--- config.mk ---
export PLATFORM = sky130hd
export DESIGN_NAME = pipe_regs_flat
export DESIGN_NICKNAME = d
export VERILOG_FILES = /design/src/rtl/pipe_regs_if.sv /design/src/rtl/pipe_regs.sv /design/src/flat_wrapper.sv
export SDC_FILE = /design/constraint.sdc
export NUM_CORES = 1
export LEC_CHECK = 0
export CORE_AREA = 2 2 198 200
export DETAILED_ROUTE_END_ITERATION = 8
export DIE_AREA = 0 0 200 202
export DONT_BUFFER_PORTS = 1
export PLACE_DENSITY = 0.44
export SYNTH_ARGS = -nofsm -noshare
export SYNTH_HDL_FRONTEND = slang
export SYNTH_SLANG_ARGS = --single-unit
--- constraint.sdc ---
create_clock -name clk -period 0.9 [get_ports clk]
set_input_delay 0.18 -clock clk [delete_from_list [all_inputs] [get_ports clk]]
set_output_delay 0.18 -clock clk [all_outputs]
set_load 0.005 [all_outputs]
--- src/rtl/pipe_regs_if.sv ---
// ============================================================================
// Module   : pipe_regs_if
// Brief    : Signal bundle between hazard unit / fetch-decode datapath and the
//            pipeline register bank (PC, IF/ID, ID/EX).
// Revision : 1.0  initial release
// ============================================================================
`default_nettype none

interface pipe_regs_if #(
    parameter int DATA_W = 32,
    parameter int CTRL_W = 10,
    parameter int CNT_W  = 32
);
    // hazard unit controls
    logic              stall_if;
    logic              stall_id;
    logic              flush_ex;
    logic              clr_id;

    // fetch stage
    logic [DATA_W-1:0] pc_next;
    logic [DATA_W-1:0] pc_if;
    logic [DATA_W-1:0] instr_if;
    logic [DATA_W-1:0] pc_plus4_if;

    // IF/ID latch
    logic [DATA_W-1:0] instr_id;
    logic [DATA_W-1:0] pc_plus4_id;
    logic              valid_id;

    // decode stage results
    logic [CTRL_W-1:0] ctrl_id;
    logic [DATA_W-1:0] rd1_id;
    logic [DATA_W-1:0] rd2_id;
    logic [4:0]        rs_id;
    logic [4:0]        rt_id;
    logic [4:0]        rd_id;
    logic [DATA_W-1:0] imm_id;

    // ID/EX latch
    logic [CTRL_W-1:0] ctrl_ex;
    logic [DATA_W-1:0] rd1_ex;
    logic [DATA_W-1:0] rd2_ex;
    logic [4:0]        rs_ex;
    logic [4:0]        rt_ex;
    logic [4:0]        rd_ex;
    logic [DATA_W-1:0] imm_ex;
    logic              valid_ex;

    // performance counters
    logic [CNT_W-1:0]  stall_cnt;
    logic [CNT_W-1:0]  bubble_cnt;

    // datapath / hazard-unit side
    modport master (
        output stall_if, stall_id, flush_ex, clr_id,
        output pc_next, instr_if, pc_plus4_if,
        output ctrl_id, rd1_id, rd2_id, rs_id, rt_id, rd_id, imm_id,
        input  pc_if, instr_id, pc_plus4_id, valid_id,
        input  ctrl_ex, rd1_ex, rd2_ex, rs_ex, rt_ex, rd_ex, imm_ex, valid_ex,
        input  stall_cnt, bubble_cnt
    );

    // register bank side
    modport slave (
        input  stall_if, stall_id, flush_ex, clr_id,
        input  pc_next, instr_if, pc_plus4_if,
        input  ctrl_id, rd1_id, rd2_id, rs_id, rt_id, rd_id, imm_id,
        output pc_if, instr_id, pc_plus4_id, valid_id,
        output ctrl_ex, rd1_ex, rd2_ex, rs_ex, rt_ex, rd_ex, imm_ex, valid_ex,
        output stall_cnt, bubble_cnt
    );
endinterface

`default_nettype wire

--- src/rtl/pipe_regs.sv ---
// ============================================================================
// Module   : pipe_regs
// Brief    : PC register, IF/ID and ID/EX latches of the 5-stage MIPS core with
//            stall hold, branch clear and EX bubble insertion. Optional stall /
//            bubble counters enabled by the PIPE_PERF_CNT_EN macro.
// Revision : 1.0  initial release
// ============================================================================
`default_nettype none

module pipe_regs #(
    parameter int                 DATA_W   = 32,
    parameter int                 CTRL_W   = 10,
    parameter logic [DATA_W-1:0]  RESET_PC = '0,
    parameter int                 CNT_W    = 32
) (
    input  wire logic     clk,
    input  wire logic     rst,
    pipe_regs_if.slave    bus
);

    // ------------------------------------------------------------------
    // PC register
    // ------------------------------------------------------------------
    logic [DATA_W-1:0] r_pc;

    always_ff @(posedge clk) begin
        if (rst) begin
            r_pc <= RESET_PC;
        end else if (!bus.stall_if) begin
            r_pc <= bus.pc_next;
        end
    end

    assign bus.pc_if = r_pc;

    // ------------------------------------------------------------------
    // IF/ID latch: stall holds, clr squashes the fetched instruction
    // ------------------------------------------------------------------
    logic [DATA_W-1:0] r_instr_id;
    logic [DATA_W-1:0] r_pc_plus4_id;
    logic              r_valid_id;

    always_ff @(posedge clk) begin
        if (rst) begin
            r_instr_id    <= '0;
            r_pc_plus4_id <= '0;
            r_valid_id    <= 1'b0;
        end else if (bus.stall_id) begin
            r_instr_id    <= r_instr_id;
            r_pc_plus4_id <= r_pc_plus4_id;
            r_valid_id    <= r_valid_id;
        end else if (bus.clr_id) begin
            r_instr_id    <= '0;
            r_pc_plus4_id <= '0;
            r_valid_id    <= 1'b0;
        end else begin
            r_instr_id    <= bus.instr_if;
            r_pc_plus4_id <= bus.pc_plus4_if;
            r_valid_id    <= 1'b1;
        end
    end

    assign bus.instr_id    = r_instr_id;
    assign bus.pc_plus4_id = r_pc_plus4_id;
    assign bus.valid_id    = r_valid_id;

    // ------------------------------------------------------------------
    // ID/EX latch: never holds; a stalled decode always pairs with a
    // flush, so the downstream stages keep draining behind a bubble.
    // Zeroed ctrl/rd/rt make the bubble write nothing and forward nothing.
    // ------------------------------------------------------------------
    logic [CTRL_W-1:0] r_ctrl_ex;
    logic [DATA_W-1:0] r_rd1_ex;
    logic [DATA_W-1:0] r_rd2_ex;
    logic [4:0]        r_rs_ex;
    logic [4:0]        r_rt_ex;
    logic [4:0]        r_rd_ex;
    logic [DATA_W-1:0] r_imm_ex;
    logic              r_valid_ex;

    always_ff @(posedge clk) begin
        if (rst || bus.flush_ex) begin
            r_ctrl_ex  <= '0;
            r_rd1_ex   <= '0;
            r_rd2_ex   <= '0;
            r_rs_ex    <= '0;
            r_rt_ex    <= '0;
            r_rd_ex    <= '0;
            r_imm_ex   <= '0;
            r_valid_ex <= 1'b0;
        end else begin
            r_ctrl_ex  <= bus.ctrl_id;
            r_rd1_ex   <= bus.rd1_id;
            r_rd2_ex   <= bus.rd2_id;
            r_rs_ex    <= bus.rs_id;
            r_rt_ex    <= bus.rt_id;
            r_rd_ex    <= bus.rd_id;
            r_imm_ex   <= bus.imm_id;
            r_valid_ex <= r_valid_id;
        end
    end

    assign bus.ctrl_ex  = r_ctrl_ex;
    assign bus.rd1_ex   = r_rd1_ex;
    assign bus.rd2_ex   = r_rd2_ex;
    assign bus.rs_ex    = r_rs_ex;
    assign bus.rt_ex    = r_rt_ex;
    assign bus.rd_ex    = r_rd_ex;
    assign bus.imm_ex   = r_imm_ex;
    assign bus.valid_ex = r_valid_ex;

    // ------------------------------------------------------------------
    // Performance counters (saturating)
    // ------------------------------------------------------------------
`ifdef PIPE_PERF_CNT_EN
    localparam logic [CNT_W-1:0] c_CNT_ONE = {{(CNT_W-1){1'b0}}, 1'b1};

    logic [CNT_W-1:0] r_stall_cnt;
    logic [CNT_W-1:0] r_bubble_cnt;

    always_ff @(posedge clk) begin
        if (rst) begin
            r_stall_cnt  <= '0;
            r_bubble_cnt <= '0;
        end else begin
            if (bus.stall_id && (r_stall_cnt != '1)) begin
                r_stall_cnt <= r_stall_cnt + c_CNT_ONE;
            end
            if (bus.flush_ex && (r_bubble_cnt != '1)) begin
                r_bubble_cnt <= r_bubble_cnt + c_CNT_ONE;
            end
        end
    end

    assign bus.stall_cnt  = r_stall_cnt;
    assign bus.bubble_cnt = r_bubble_cnt;
`else
    assign bus.stall_cnt  = {CNT_W{1'b0}};
    assign bus.bubble_cnt = {CNT_W{1'b0}};
`endif

endmodule

`default_nettype wire
--- src/flat_wrapper.sv ---
// flat-port wrapper written by rule: the top's interface ports become plain ports
module pipe_regs_flat 
#(
    parameter int                 DATA_W   = 32,
    parameter int                 CTRL_W   = 10,
    parameter logic [DATA_W-1:0]  RESET_PC = '0,
    parameter int                 CNT_W    = 32
)
  (clk, rst, bus_stall_if, bus_stall_id, bus_flush_ex, bus_clr_id, bus_pc_next, bus_instr_if, bus_pc_plus4_if, bus_ctrl_id, bus_rd1_id, bus_rd2_id, bus_rs_id, bus_rt_id, bus_rd_id, bus_imm_id, bus_pc_if, bus_instr_id, bus_pc_plus4_id, bus_valid_id, bus_ctrl_ex, bus_rd1_ex, bus_rd2_ex, bus_rs_ex, bus_rt_ex, bus_rd_ex, bus_imm_ex, bus_valid_ex, bus_stall_cnt, bus_bubble_cnt);
  pipe_regs_if #(.DATA_W(DATA_W), .CTRL_W(CTRL_W), .CNT_W(CNT_W)) bus_i ();
  input  wire logic clk;
  input  wire logic rst;
  input wire logic [$bits(bus_i.stall_if)-1:0] bus_stall_if;
  input wire logic [$bits(bus_i.stall_id)-1:0] bus_stall_id;
  input wire logic [$bits(bus_i.flush_ex)-1:0] bus_flush_ex;
  input wire logic [$bits(bus_i.clr_id)-1:0] bus_clr_id;
  input wire logic [$bits(bus_i.pc_next)-1:0] bus_pc_next;
  input wire logic [$bits(bus_i.instr_if)-1:0] bus_instr_if;
  input wire logic [$bits(bus_i.pc_plus4_if)-1:0] bus_pc_plus4_if;
  input wire logic [$bits(bus_i.ctrl_id)-1:0] bus_ctrl_id;
  input wire logic [$bits(bus_i.rd1_id)-1:0] bus_rd1_id;
  input wire logic [$bits(bus_i.rd2_id)-1:0] bus_rd2_id;
  input wire logic [$bits(bus_i.rs_id)-1:0] bus_rs_id;
  input wire logic [$bits(bus_i.rt_id)-1:0] bus_rt_id;
  input wire logic [$bits(bus_i.rd_id)-1:0] bus_rd_id;
  input wire logic [$bits(bus_i.imm_id)-1:0] bus_imm_id;
  output wire logic [$bits(bus_i.pc_if)-1:0] bus_pc_if;
  output wire logic [$bits(bus_i.instr_id)-1:0] bus_instr_id;
  output wire logic [$bits(bus_i.pc_plus4_id)-1:0] bus_pc_plus4_id;
  output wire logic [$bits(bus_i.valid_id)-1:0] bus_valid_id;
  output wire logic [$bits(bus_i.ctrl_ex)-1:0] bus_ctrl_ex;
  output wire logic [$bits(bus_i.rd1_ex)-1:0] bus_rd1_ex;
  output wire logic [$bits(bus_i.rd2_ex)-1:0] bus_rd2_ex;
  output wire logic [$bits(bus_i.rs_ex)-1:0] bus_rs_ex;
  output wire logic [$bits(bus_i.rt_ex)-1:0] bus_rt_ex;
  output wire logic [$bits(bus_i.rd_ex)-1:0] bus_rd_ex;
  output wire logic [$bits(bus_i.imm_ex)-1:0] bus_imm_ex;
  output wire logic [$bits(bus_i.valid_ex)-1:0] bus_valid_ex;
  output wire logic [$bits(bus_i.stall_cnt)-1:0] bus_stall_cnt;
  output wire logic [$bits(bus_i.bubble_cnt)-1:0] bus_bubble_cnt;
  assign bus_i.stall_if = bus_stall_if;
  assign bus_i.stall_id = bus_stall_id;
  assign bus_i.flush_ex = bus_flush_ex;
  assign bus_i.clr_id = bus_clr_id;
  assign bus_i.pc_next = bus_pc_next;
  assign bus_i.instr_if = bus_instr_if;
  assign bus_i.pc_plus4_if = bus_pc_plus4_if;
  assign bus_i.ctrl_id = bus_ctrl_id;
  assign bus_i.rd1_id = bus_rd1_id;
  assign bus_i.rd2_id = bus_rd2_id;
  assign bus_i.rs_id = bus_rs_id;
  assign bus_i.rt_id = bus_rt_id;
  assign bus_i.rd_id = bus_rd_id;
  assign bus_i.imm_id = bus_imm_id;
  assign bus_pc_if = bus_i.pc_if;
  assign bus_instr_id = bus_i.instr_id;
  assign bus_pc_plus4_id = bus_i.pc_plus4_id;
  assign bus_valid_id = bus_i.valid_id;
  assign bus_ctrl_ex = bus_i.ctrl_ex;
  assign bus_rd1_ex = bus_i.rd1_ex;
  assign bus_rd2_ex = bus_i.rd2_ex;
  assign bus_rs_ex = bus_i.rs_ex;
  assign bus_rt_ex = bus_i.rt_ex;
  assign bus_rd_ex = bus_i.rd_ex;
  assign bus_imm_ex = bus_i.imm_ex;
  assign bus_valid_ex = bus_i.valid_ex;
  assign bus_stall_cnt = bus_i.stall_cnt;
  assign bus_bubble_cnt = bus_i.bubble_cnt;
  pipe_regs #(.DATA_W(DATA_W), .CTRL_W(CTRL_W), .RESET_PC(RESET_PC), .CNT_W(CNT_W)) u_core (.clk(clk), .rst(rst), .bus(bus_i));
endmodule
# After elaboration in Yosys (flattened, before gate mapping)
# Cells that the tools add are included.
dict set report op_classes {
  n_reduce_logical 1
  muxes 3
}
# op count
set ops {}
lappend ops {{32-bit two-way mux} 2}
lappend ops {{1-bit logical OR} 1}
lappend ops {{1-bit two-way mux} 1}
dict set report totals {
  in_bits 223
  output_inout_bits 283
  reg_bits 219
}

# Depth between registers and ports, before layout
dict set report depth {
  depth_word 1
  mapped_depth 5
}

# Worst setup path after synthesis
# Ideal clock, no wire load.
dict set report synth_timing {
  path_kind {in2reg}
  start {input bus_stall_if}
  end {register u_core.r_pc[10] (netlist: u_core.bus.pc_if[10])}
  stages 4
  path_buffers 2
  slack_ns 0.018
  arrival_time_ns 0.767
  t_required_ns 0.786
  path_cell_list {buf_2 clkbuf_4 mux2i_1 nor2_1}
}
# element line_no
set synth_rtl {}
lappend synth_rtl {{start: declaration} flat_wrapper.sv:13} ;# input wire logic [$bits(bus_i.stall_if)-1:0] bus_stall_if;
lappend synth_rtl {{end signal: assignment} pipe_regs.sv:30} ;# r_pc <= bus.pc_next;
lappend synth_rtl {{end: declaration} pipe_regs.sv:24} ;# logic [DATA_W-1:0] r_pc;

# Worst setup path after layout
dict set report layout_timing {
  start {register u_core.r_pc_plus4_id[27] (netlist: u_core.bus.pc_plus4_id[27])}
  end {output bus_pc_plus4_id[27]}
}
# element line_no
set layout_rtl {}
lappend layout_rtl {{start: declaration} pipe_regs.sv:40} ;# logic [DATA_W-1:0] r_pc_plus4_id;
lappend layout_rtl {{start signal: assignment} pipe_regs.sv:50} ;# r_pc_plus4_id <= r_pc_plus4_id;
lappend layout_rtl {{start signal: assignment} pipe_regs.sv:58} ;# r_pc_plus4_id <= bus.pc_plus4_if;
lappend layout_rtl {{end: declaration} flat_wrapper.sv:29} ;# output wire logic [$bits(bus_i.pc_plus4_id)-1:0] bus_pc_plus4_id;
# No word-level cell between the ends.

==> run summary <==
Reg clk slew, reported paths -> 0.06 ns
Cells after Synth -> 715
number of DRC markers in iteration 0 -> 159
failing checks -> hold timing, setup timing
Leak -> 0.00413 uW
CP Class -> reg -> out
VDD IR max -> 1.04 mV
drt drc -> 0
dpl hpwl -> 15.6 mm
top-area cell type share of the netlist area -> 0.554
worst flop-to-flop path startpoint -> u_core.bus.instr_id[3]
Worst Path Buf+Inv -> 1
Fin. Hold Viols -> 97
reg2reg setup slack -> 0.21 ns
number of global-route vias before repair -> 5,112
Yosys top cell by area -> dfxtp_1
post-route ant nets -> 0
CTS Sinks -> 219
std cell rows -> 72
Worst Reg-to-Reg Cells -> 3
max-cap violation count -> 0
GP Congestion -> 0.717
Fmax -> 881 MHz
Worst-Skew Late Latency -> 0.52 ns
Final min period -> 1.13 ns
first-pass GRT wire length -> 31.7 mm
die area -> 40,400 um^2
Final Skew -> 0.00322 ns
CTS root buffer -> clkbuf_16
most frequent cells in the layout -> dfxtp_2 (205), dlygate4sd3_1 (127), and2_1 (122)
WP data required -> 0.72 ns
GR Overflow Total -> 0
final worst slack -> -0.235 ns
Min Hold Slack -> -0.241 ns
fraction of layout cells with a size suffix above 1 -> 0.393
Syn-to-layout area delta -> 33.6%
hold path depth -> 1
routed wire length -> 22.7 mm
critical path, cell by cell -> buf_6
total core area -> 38,300 um^2
die extent in x -> 200 um
CP Capture Type -> primary output
Worst R2R End -> u_core.bus.instr_id[3]
worst hold-check path type -> in -> reg
CP max-delay cell -> dfxtp_2
routed vias -> 5,001
crit-path max cell delay -> 0.32 ns
max-slew violations -> 0
Yosys reg bits -> 219
detailed-router iteration count before antenna repair -> 4
CTS buffer count -> 24
hold_sp -> rst
sequential cell area fraction in the yosys report -> 0.554
CP Max Fanout -> 2
clk buf depth -> 3
layout net count -> 1,058
via density per instance -> 3.65
Synth Area per Inst -> 11.1 um^2
Setup violations, final -> 219
initial antenna violation count -> 1
GRT Total Usage -> 0.103
# IOs -> 506
outcome -> complete, but fails checks
yosys warns -> 0
Tcrit/Tclk final -> 1.26
Synth cell types -> 18
Wirelength per Cell -> 16.6 um
RSZ-0062 raised after global routing -> true
Initial Utilization -> 0.207
crit path DAT -> 0.95 ns
Post-Syn Area -> 7910 um^2
most common cell after layout, fill and taps aside -> dfxtp_2
htree depth -> 1
pin count of the biggest net entering global routing -> 162
Die Y -> 202 um
CP Launch Type -> flip-flop
CTS tree -> yes
hold path endpoint -> u_core.bus.instr_id[22]
final cell count without fillers -> 1,372
Port Buffers -> 0
synth top area cells -> dfxtp_1 (55%), and2_1 (9.6%), o22ai_2 (9.5%)
delay-heaviest family, CP -> flip-flops
Util after Layout -> 0.276
Power Total -> 22,400 uW
PD cells -> 2120 nW/um^2
setup TNS -> -31.27 ns
pre-CTS setup slack -> -0.00370 ns
Placed Cells -> 1,198
[stage by stage]
step | cell area [um^2] | hold WS, ns
after CTS | 10500 | -0.305
after detailed placement | 8100 | 0.273
final | 10600 | -0.241
after global routing | 10600 | -0.262
after floorplan | 8150 | 0.302
after global placement | 8100 | 0.298
[sequential cells by signal, indices dropped and copies added, names as in the netlist]
signal                  cells
u_core.bus.valid_ex         1
u_core.bus.rs_ex            5
u_core.bus.ctrl_ex         10
u_core.bus.imm_ex          32
u_core.bus.instr_id        32
u_core.bus.valid_id         1
u_core.bus.rd2_ex          32
u_core.bus.rd1_ex          32
u_core.bus.pc_if           32
u_core.bus.pc_plus4_id     32
u_core.bus.rt_ex            5
u_core.bus.rd_ex            5
[worst max path at each step]
stage	startpoint	to	slack, ns	depth (start not counted)
6_report	u_core.bus.pc_plus4_id[27]	bus_pc_plus4_id[27]	-0.23	1
5_1_grt	u_core.bus.pc_plus4_id[27]	bus_pc_plus4_id[27]	-0.28	1
4_1_cts	u_core.bus.pc_plus4_id[27]	bus_pc_plus4_id[27]	-0.27	1
3_5_place_dp	bus_flush_ex	u_core.bus.rd2_ex[18]	-0.004	4
3_3_place_gp	bus_flush_ex	u_core.bus.rd2_ex[4]	0.02	4
2_1_floorplan	bus_stall_if	u_core.bus.pc_if[10]	0.02	4
[power by group]
group	leakage [uW]	switching [uW]	internal, uW
combinational	0.00182	524	842
clock	0.000417	3960	6570
sequential	0.00189	323	10200
total	0.00413	4810	17600
[cell families after synthesis]
| family | share of synthesized area |
|---|---|
| buffers and inverters | 0.111 |
| DFF | 0.554 |
| and+or+nand+nor | 0.196 |
| other | 0.000474 |
| muxes | 0.0405 |
| AOI/OAI and AO/OA | 0.0985 |
[cells in the mapped netlist]
| master | instances |
|---|---|
| a21oi_1 | 2 |
| and2_1 | 122 |
| buf_2 | 7 |
| buf_4 | 71 |
| buf_6 | 22 |
| clkbuf_1 | 10 |
| clkbuf_4 | 3 |
| conb_1 | 1 |
| dfxtp_1 | 219 |
| mux2i_1 | 32 |
| nand2_1 | 65 |
| nand2b_1 | 63 |
| nor2_1 | 32 |
| nor2_4 | 1 |
| o22ai_1 | 3 |
| o22ai_2 | 60 |
| or2_1 | 1 |
| or3b_1 | 1 |
[layer usage]
layer,share of wire,track usage,wire length [um],up-vias
met5,0,0,0,-
met4,0.031,0.0458,704,0
li1,-,-,-,2403
met1,0.38,0.113,8590,2315
met3,0.10,0.0389,2330,39
met2,0.49,0.177,11100,244
[layout make-up]
| type | instances | area (um^2) |
|---|---|---|
| flip-flops and latches | 219 | 4690 |
| multi-input cells | 446 | 2890 |
| diodes | 1 | 2.50 |
| repair buffers | 144 | 1470 |
| clock buffers | 36 | 706 |
| well taps | 518 | 648 |
| clock inverters | 8 | 154 |
| fillers | 3963 | 27700 |
[what timing repair did]
item,4_1_cts,5_1_grt
hold buffers,125,3
pin swaps,0,0
endpoints found under the hold margin,218,97
buffers inserted,1,0
endpoints found under the setup margin,219,221
resized for setup,227,9
Note: power is estimated with default switching activity, not from simulation.
